`src/rtl/usb_in_arbiter_pkg.sv`:
```
// Shared types and constants for the USB CDC IN arbiter.
// The TAG state is only present when USB_IN_ARB_TAG_EN is defined.
package usb_arb_pkg;

    `ifdef USB_IN_ARB_TAG_EN
    typedef enum logic [1:0] {
        ST_IDLE   = 2'd0,
        ST_TAG    = 2'd1,
        ST_STREAM = 2'd2
    } arb_state_e;
    `else
    typedef enum logic [1:0] {
        ST_IDLE   = 2'd0,
        ST_STREAM = 2'd2
    } arb_state_e;
    `endif

    localparam logic [7:0] TAG_BASE = 8'hA0;

endpackage

```
`src/rtl/usb_in_arbiter_rr_pick.sv`:
```
// Combinational round-robin picker: first asserted req searching upward
// from ptr+1 (wrapping), returned one-hot along with a found flag.
module rr_pick #(
    parameter int NREQ = 2,
    parameter int IW   = $clog2(NREQ)
) (
    input  logic [NREQ-1:0] req,
    input  logic [IW-1:0]   ptr,
    output logic [NREQ-1:0] pick,
    output logic            found
);

    logic [IW:0] idx;

    always_comb begin
        pick  = '0;
        found = 1'b0;
        idx   = '0;
        for (int i = 1; i <= NREQ; i++) begin
            idx = {1'b0, ptr} + (IW+1)'(i);
            if (idx >= (IW+1)'(NREQ)) idx = idx - (IW+1)'(NREQ);
            if (!found && req[idx[IW-1:0]]) begin
                pick[idx[IW-1:0]] = 1'b1;
                found             = 1'b1;
            end
        end
    end

endmodule

```
`src/rtl/usb_in_arbiter.sv`:
```
// Round-robin arbiter multiplexing NREQ byte streams onto one CDC IN channel.
// Define USB_IN_ARB_TAG_EN to prefix each burst with a TAG_BASE|owner byte.
module usb_in_arbiter
    import usb_arb_pkg::*;
#(
    parameter int NREQ      = 2,
    parameter int MAX_BURST = 64
) (
    input  logic              clk,
    input  logic              rst_n_i,
    input  logic [8*NREQ-1:0] req_data_i,
    input  logic [NREQ-1:0]   req_valid_i,
    input  logic [NREQ-1:0]   req_last_i,
    output logic [NREQ-1:0]   req_ready_o,
    output logic [7:0]        usb_data_o,
    output logic              usb_valid_o,
    input  logic              usb_ready_i,
    output logic [NREQ-1:0]   grant_o,
    output logic              busy_o
);

    localparam int IW = $clog2(NREQ);
    localparam int CW = $clog2(MAX_BURST + 1);

    arb_state_e          state_q, state_d;
    logic [NREQ-1:0]     grant_q, grant_d;
    logic [IW-1:0]       gidx_q, gidx_d;
    logic [IW-1:0]       ptr_q, ptr_d;
    logic [CW-1:0]       cnt_q, cnt_d;

    logic [NREQ-1:0][7:0] data_arr;
    logic [NREQ-1:0]      pick;
    logic                 found;
    logic [IW-1:0]        pick_idx;
    logic                 beat;

    assign data_arr = req_data_i;

    rr_pick #(.NREQ(NREQ), .IW(IW)) u_pick (
        .req   (req_valid_i),
        .ptr   (ptr_q),
        .pick  (pick),
        .found (found)
    );

    always_comb begin
        pick_idx = '0;
        for (int j = 0; j < NREQ; j++) begin
            if (pick[j]) pick_idx = IW'(j);
        end
    end

    always_comb begin
        state_d     = state_q;
        grant_d     = grant_q;
        gidx_d      = gidx_q;
        ptr_d       = ptr_q;
        cnt_d       = cnt_q;
        usb_valid_o = 1'b0;
        usb_data_o  = 8'h00;
        req_ready_o = '0;
        beat        = 1'b0;
        case (state_q)
            ST_IDLE: begin
                if (found) begin
                    grant_d = pick;
                    gidx_d  = pick_idx;
                    `ifdef USB_IN_ARB_TAG_EN
                    state_d = ST_TAG;
                    `else
                    state_d = ST_STREAM;
                    `endif
                end
            end
            `ifdef USB_IN_ARB_TAG_EN
            ST_TAG: begin
                usb_valid_o = 1'b1;
                usb_data_o  = TAG_BASE | 8'(gidx_q);
                if (usb_ready_i) state_d = ST_STREAM;
            end
            `endif
            ST_STREAM: begin
                usb_data_o          = data_arr[gidx_q];
                usb_valid_o         = req_valid_i[gidx_q];
                req_ready_o[gidx_q] = usb_ready_i;
                beat                = usb_valid_o & usb_ready_i;
                if (beat) begin
                    cnt_d = cnt_q + 1'b1;
                    // last and cap on the same beat collapse into one release
                    if (req_last_i[gidx_q] || cnt_q == CW'(MAX_BURST - 1)) begin
                        state_d = ST_IDLE;
                        ptr_d   = gidx_q;
                        cnt_d   = '0;
                        grant_d = '0;
                    end
                end
            end
            default: state_d = ST_IDLE;
        endcase
    end

    always_ff @(posedge clk or negedge rst_n_i) begin
        if (!rst_n_i) begin
            state_q <= ST_IDLE;
            grant_q <= '0;
            gidx_q  <= '0;
            ptr_q   <= IW'(NREQ - 1);
            cnt_q   <= '0;
        end else begin
            state_q <= state_d;
            grant_q <= grant_d;
            gidx_q  <= gidx_d;
            ptr_q   <= ptr_d;
            cnt_q   <= cnt_d;
        end
    end

    assign grant_o = grant_q;
    assign busy_o  = |grant_q;

endmodule
```
`config.mk`:
```
export PLATFORM = sky130hd
export DESIGN_NAME = usb_in_arbiter
export DESIGN_NICKNAME = d
export VERILOG_FILES = /design/src/rtl/usb_in_arbiter_pkg.sv /design/src/rtl/usb_in_arbiter_rr_pick.sv /design/src/rtl/usb_in_arbiter.sv
export SDC_FILE = /design/constraint.sdc
export NUM_CORES = 1
export LEC_CHECK = 0
export BUFFER_PORTS_ARGS = -buffer_cell sky130_fd_sc_hd__buf_2
export CAP_MARGIN = 15
export CORE_MARGIN = 5
export CORE_UTILIZATION = 40
export CTS_CLUSTER_DIAMETER = 60
export CTS_CLUSTER_SIZE = 40
export DETAILED_ROUTE_END_ITERATION = 10
export GPL_TIMING_DRIVEN = 0
export PLACE_DENSITY = 0.69
export RECOVER_POWER = 100
export SETUP_SLACK_MARGIN = 0.4
export SYNTH_ARGS = -nofsm -noshare
export SYNTH_HDL_FRONTEND = slang
export SYNTH_HIERARCHICAL = 1
export SYNTH_SLANG_ARGS = --single-unit
```
`constraint.sdc`:
```
create_clock -name clk -period 2.1 [get_ports clk]
set_clock_uncertainty 0.2 [all_clocks]
set_input_delay 0.42 -clock clk [delete_from_list [all_inputs] [get_ports clk]]
set_output_delay 0.42 -clock clk [all_outputs]
set_load 0.01 [all_outputs]
```
# After elaboration in Yosys (flattened, before gate mapping)
# Index checks and enable logic that the tools add are counted.
[word_totals]
elab_cells = 73
out_inout_bits = 14
regBits = 13
in_bits = 23
[classes]
magnitude_cmp = 8
mux = 33
bitwise = 3
n_eq_ne = 5
reduce_logical = 14
add_sub_neg = 5
[ops]
columns = ["cell", "n"]
rows = [
  ["8-bit two-way mux", 3],
  ["1-bit two-way mux", 17],
  ["2-bit two-way mux", 7],
  ["2-bit one-hot mux with 2 select lines", 2],
  ["7-bit by 1-bit adder with 7-bit output (second input constant)", 1],
  ["7-bit by 6-bit equality test with 1-bit output (second input constant)", 1],
  ["7-bit two-way mux", 1],
  ["1-bit by 2-bit less-than comparator with 1-bit output (second input constant)", 3],
  ["2-bit inequality test (second input constant)", 3],
  ["3-bit AND reduction", 2],
  ["2-bit greater-or-equal comparator (second input constant)", 2],
  ["1-bit logical AND", 4],
  ["2-bit AND reduction", 2],
  ["4-bit AND reduction", 1],
  ["1-bit demux with 1-bit select", 3],
  ["1-bit greater-or-equal comparator (second input constant)", 3],
  ["1-bit by 1-bit adder with 2-bit output (second input constant)", 1],
  ["1-bit by 2-bit adder with 2-bit output (second input constant)", 1],
  ["2-bit bitwise AND", 1],
  ["2-bit equality test (second input constant)", 1],
  ["2-bit logical NOT", 1],
  ["2-bit bitwise OR", 1],
  ["2-bit nonzero test", 1],
  ["2-bit OR reduction", 1],
  ["other kinds (4)", 5],
]

# Logic depth before layout (Yosys ltp)
[depth]
depth_word = 12
ltp_mapped = 5
mapped_depth_nobuf = 5

# Cells and area by module
# The synthesis kept the hierarchy.
[by_module_without_submodules]
columns = ["module", "cells_per_inst", "area_per_inst_um2", "n_inst", "seq_area_each_um2"]
rows = [
  ["usb_in_arbiter", 82, 822.0, 1, 301.5],
  ["rr_pick", 4, 25.0, 1, 0.0],
]

# Worst setup path before layout
# Ideal clock, no wire load.
[synth_timing]
path_type = "register to register"
from = "register cnt_q[0]"
to = "register ptr_q"
path_slack_ps = 355
synth_period_minus_slack_ps = 1745
n_path_buf = 0
stages_incl_launch_ff = 6
setup_ps = 82
required_time_ps = 1818
t_arrival_ps = 1462
cell_sequence = "dfrtp_1 -> ha_1 -> nand3_2 -> o31ai_4 -> and2_4 -> mux2_4"
[synth_between]
elab_chain_len = 3
[synth_rtl]
columns = ["item", "line_no", "text"]
rows = [
  ["start, declared", "usb_in_arbiter.sv:29", "logic [CW-1:0] cnt_q, cnt_d;"],
  ["start signal, assigned", "usb_in_arbiter.sv:114", "cnt_q <= cnt_d;"],
  ["7-bit by 6-bit equality test with 1-bit output", "usb_in_arbiter.sv:90", "if (req_last_i[gidx_q] || cnt_q == CW'(MAX_BURST - 1)) begin"],
  ["1-bit logical OR", "usb_in_arbiter.sv:90", ""],
  ["3-bit AND reduction (no line)", "--", ""],
  ["end signal, assigned", "usb_in_arbiter.sv:107", "ptr_q <= IW'(NREQ - 1);"],
  ["end signal, assigned", "usb_in_arbiter.sv:113", "ptr_q <= ptr_d;"],
  ["end, declared", "usb_in_arbiter.sv:28", "logic [IW-1:0] ptr_q, ptr_d;"],
]
# No other way between the ends.
# A chain may end at the register's enable or synchronous reset.

# Worst setup path in the final report
# Same ends and word-level chain as after synthesis.

==> flow_metrics.tcl <==
set metrics [dict create \
    maxCapViolCount 0 \
    hold-worst-slack_ns 0.2988 \
    fin_nets 165 \
    via_count 827 \
    cts_tree "yes" \
    power_uw 1460 \
    synthFlopType "dfrtp_1" \
    async_reset_ff_share_pct 100.0 \
    avgSynthCellArea_um2 9.850 \
    synthesis.area_um2 847.1 \
    grt-ovfl-total 0 \
    place_area_um2 1061 \
    final_common_cell "buf_2" \
    ys_seq_area_share_pct 35.60 \
    dpl.hpwl_um 1567 \
    slowest_stage "o31ai_1" \
    nFillCells 163 \
    slew_violations 0 \
    diodes 0 \
    die_h_um 56.02 \
    final_area_um2 1292 \
    drt_iter0_drc 20 \
    grt_max_degree 13 \
    final_cell_mix "buf_2 (30), dfrtp_1 (11), nand2_1 (10)" \
    period_share_pct 94.01 \
    path_cells "ha_2, nand3_2, o31ai_1, buf_4, and2_4, mux2_4" \
    synth_cell_types 30 \
    areaGrowthSynthToFinish_pct 52.59 \
    clk_pin_slew_ns 0.08 \
    portBuffers 36 \
    ant_nets 0 \
    startpoint_type "register" \
    finalSetupViolCount 0 \
    crit_type "reg -> reg" \
    grt_pass1_wl_um 3933 \
    final_util_pct 65.21 \
    syn_nets 110 \
    dr.pass1.iters 4 \
    cts_made_buffers 3 \
    tns_ns 0 \
    tightest_slew_ns 0.6827 \
    synth_top_area_share_pct 32.50 \
    cts_root_buffer "clkbuf_4" \
    min_period_ns 1.974 \
    boundaryPins 37 \
    wirelength_um 2389 \
    critical_path_required_ns 2.11 \
    ys_ff_latch 12 \
    gp_congestion 0.7469 \
    cp_max_fo 4 \
    viasPerCell 4.952 \
    rsz0062_at_grt "true" \
    outcome "complete, no violations" \
    cts_sinks 12 \
    die_area_um2 3138 \
    syn_inst 86 \
    synth_top_cell_by_area "dfrtp_1" \
    clock_path_buffers 2 \
    first_global_vias 855 \
    fmax_mhz 506.6 \
    htreeDepth 1 \
    endpoint_kind "register" \
    critical-path-max-stage-delay_ns 0.40 \
    core_um2 1982 \
    clk_latency_ns 0.28 \
    grtUsageTotal_pct 15.30 \
    leakagePower_uw 0.0006068 \
    synthTopCellsByArea "dfrtp_1 (32%), mux2i_1 (11%), nor2b_1 (6.6%), nand2_1 (4.9%), o2bb2ai_2 (3.5%)" \
    finalHoldViolCount 0 \
    drc 0 \
    ir_drop_mv 0.5799 \
    antenna_found_initial 0 \
    start_util_pct 42.74 \
    layout-drive-gt1-share_pct 52.14 \
    die_w_um 56.02 \
    power_density_nw_per_um2 1130 \
    synth_edf_count 0 \
    slew_headroom_pct 54.49 \
    wl_per_cell_um 14.31 \
    placementRows 16 \
    crit_arrival_ns 1.99 \
    yosysWarnings 6 \
    hold_class "in -> reg" \
]
[metrics by stage]
| stage | setup WS, ns | cells |
|---|---|---|
| after global routing | 0.01991 | 167 |
| final | 0.1259 | 167 |
| after floorplan | 0.4011 | 86 |
| after detailed placement | 0.2768 | 149 |
| after global placement | 0.2838 | 149 |
| after CTS | 0.1914 | 163 |
[cell type report]
| class | instances | area, um^2 | area share, % |
|---|---|---|---|
| multi-input cells | 70 | 561.8 | 43.47 |
| repair buffers | 50 | 324.1 | 25.07 |
| flip-flops and latches | 12 | 301.5 | 23.33 |
| clock buffers | 4 | 36.28 | 2.807 |
| well taps | 27 | 33.78 | 2.614 |
| plain buffers | 3 | 31.28 | 2.420 |
| inverters | 1 | 3.754 | 0.2904 |
[power by group]
part           internal [uW]  total [uW]  switching [uW]  leakage [uW]
Clock                    105         190            84.8     0.0000210
Combinational            518         925             407      0.000431
Sequential               301         345            44.5      0.000155
Total                    924        1460             536      0.000607
[kinds of logic after synthesis]
| group | share of synthesized area [%] |
|---|---|
| simple gates | 26.29 |
| compound gates | 17.43 |
| mux | 16.40 |
| flops | 35.60 |
| buf+inv | 2.805 |
| fa+ha+maj | 1.477 |
[path summary, 6_finish.rpt]
| check | start | end | slack [ns] | depth (start not counted) |
|---|---|---|---|---|
| worst min-delay path | req_valid_i[1] | grant_o[0] | 0.30 | 4 |
| max in group asynchronous | rst_n_i | cnt_q[5] | 0.78 | 2 |
| worst max-delay path | cnt_q[0] | ptr_q | 0.13 | 6 |
| worst min register to register | cnt_q[6] | cnt_q[6] | 0.34 | 1 |
| worst max register to register | cnt_q[0] | ptr_q | 0.13 | 6 |
| min in group asynchronous | rst_n_i | grant_o[1] | 0.49 | 2 |
[synthesized netlist by cell type, drive strengths merged, types with 2 or more instances]
cell type and number:
nand2b 4, and2 2, mux2 2, mux2i 10
or2 4, nor2b 9, o2bb2ai 2, buf 2
nor2 5, nand2 11, o21ai 10, a21boi 3
and3 3, dfrtp 11
[repair_timing]
item / in CTS / in global routing
pin swaps: 2 / 6
resized for setup: 11 / 14
hold buffers: 1 / 0
hold endpoints to repair: 11 / 0
cloned: 0 / 1
endpoints found under the setup margin: 13 / 20
buffers inserted: 9 / 3
[routing by layer]
metal | global-route usage [%] | vias up | part of all wire [%]
li1 | - | 402 | -
met1 | 19.86 | 409 | 44
met2 | 25.38 | 14 | 51
met3 | 3.248 | 2 | 3.8
met4 | 4.407 | 0 | 0.38
met5 | 0 | - | 0
[registers in the layout, summed over array words and instances (netlist names)]
register  cells
cnt_q         7
grant_o       2
gidx_q        1
ptr_q         1
state_q       1
[critical path, delay by kind of cell, from the launching register on]
kind                     cells  cell delay [ns]
AO/OA/AOI/OAI                1             0.40
flip-flops                   1             0.36
multiplexers                 1             0.29
AND/OR/NAND/NOR              2             0.26
adder cells (fa/ha/maj)      1             0.22
buffers and inverters        1             0.19
No activity file was read; power rests on OpenSTA's default activity.
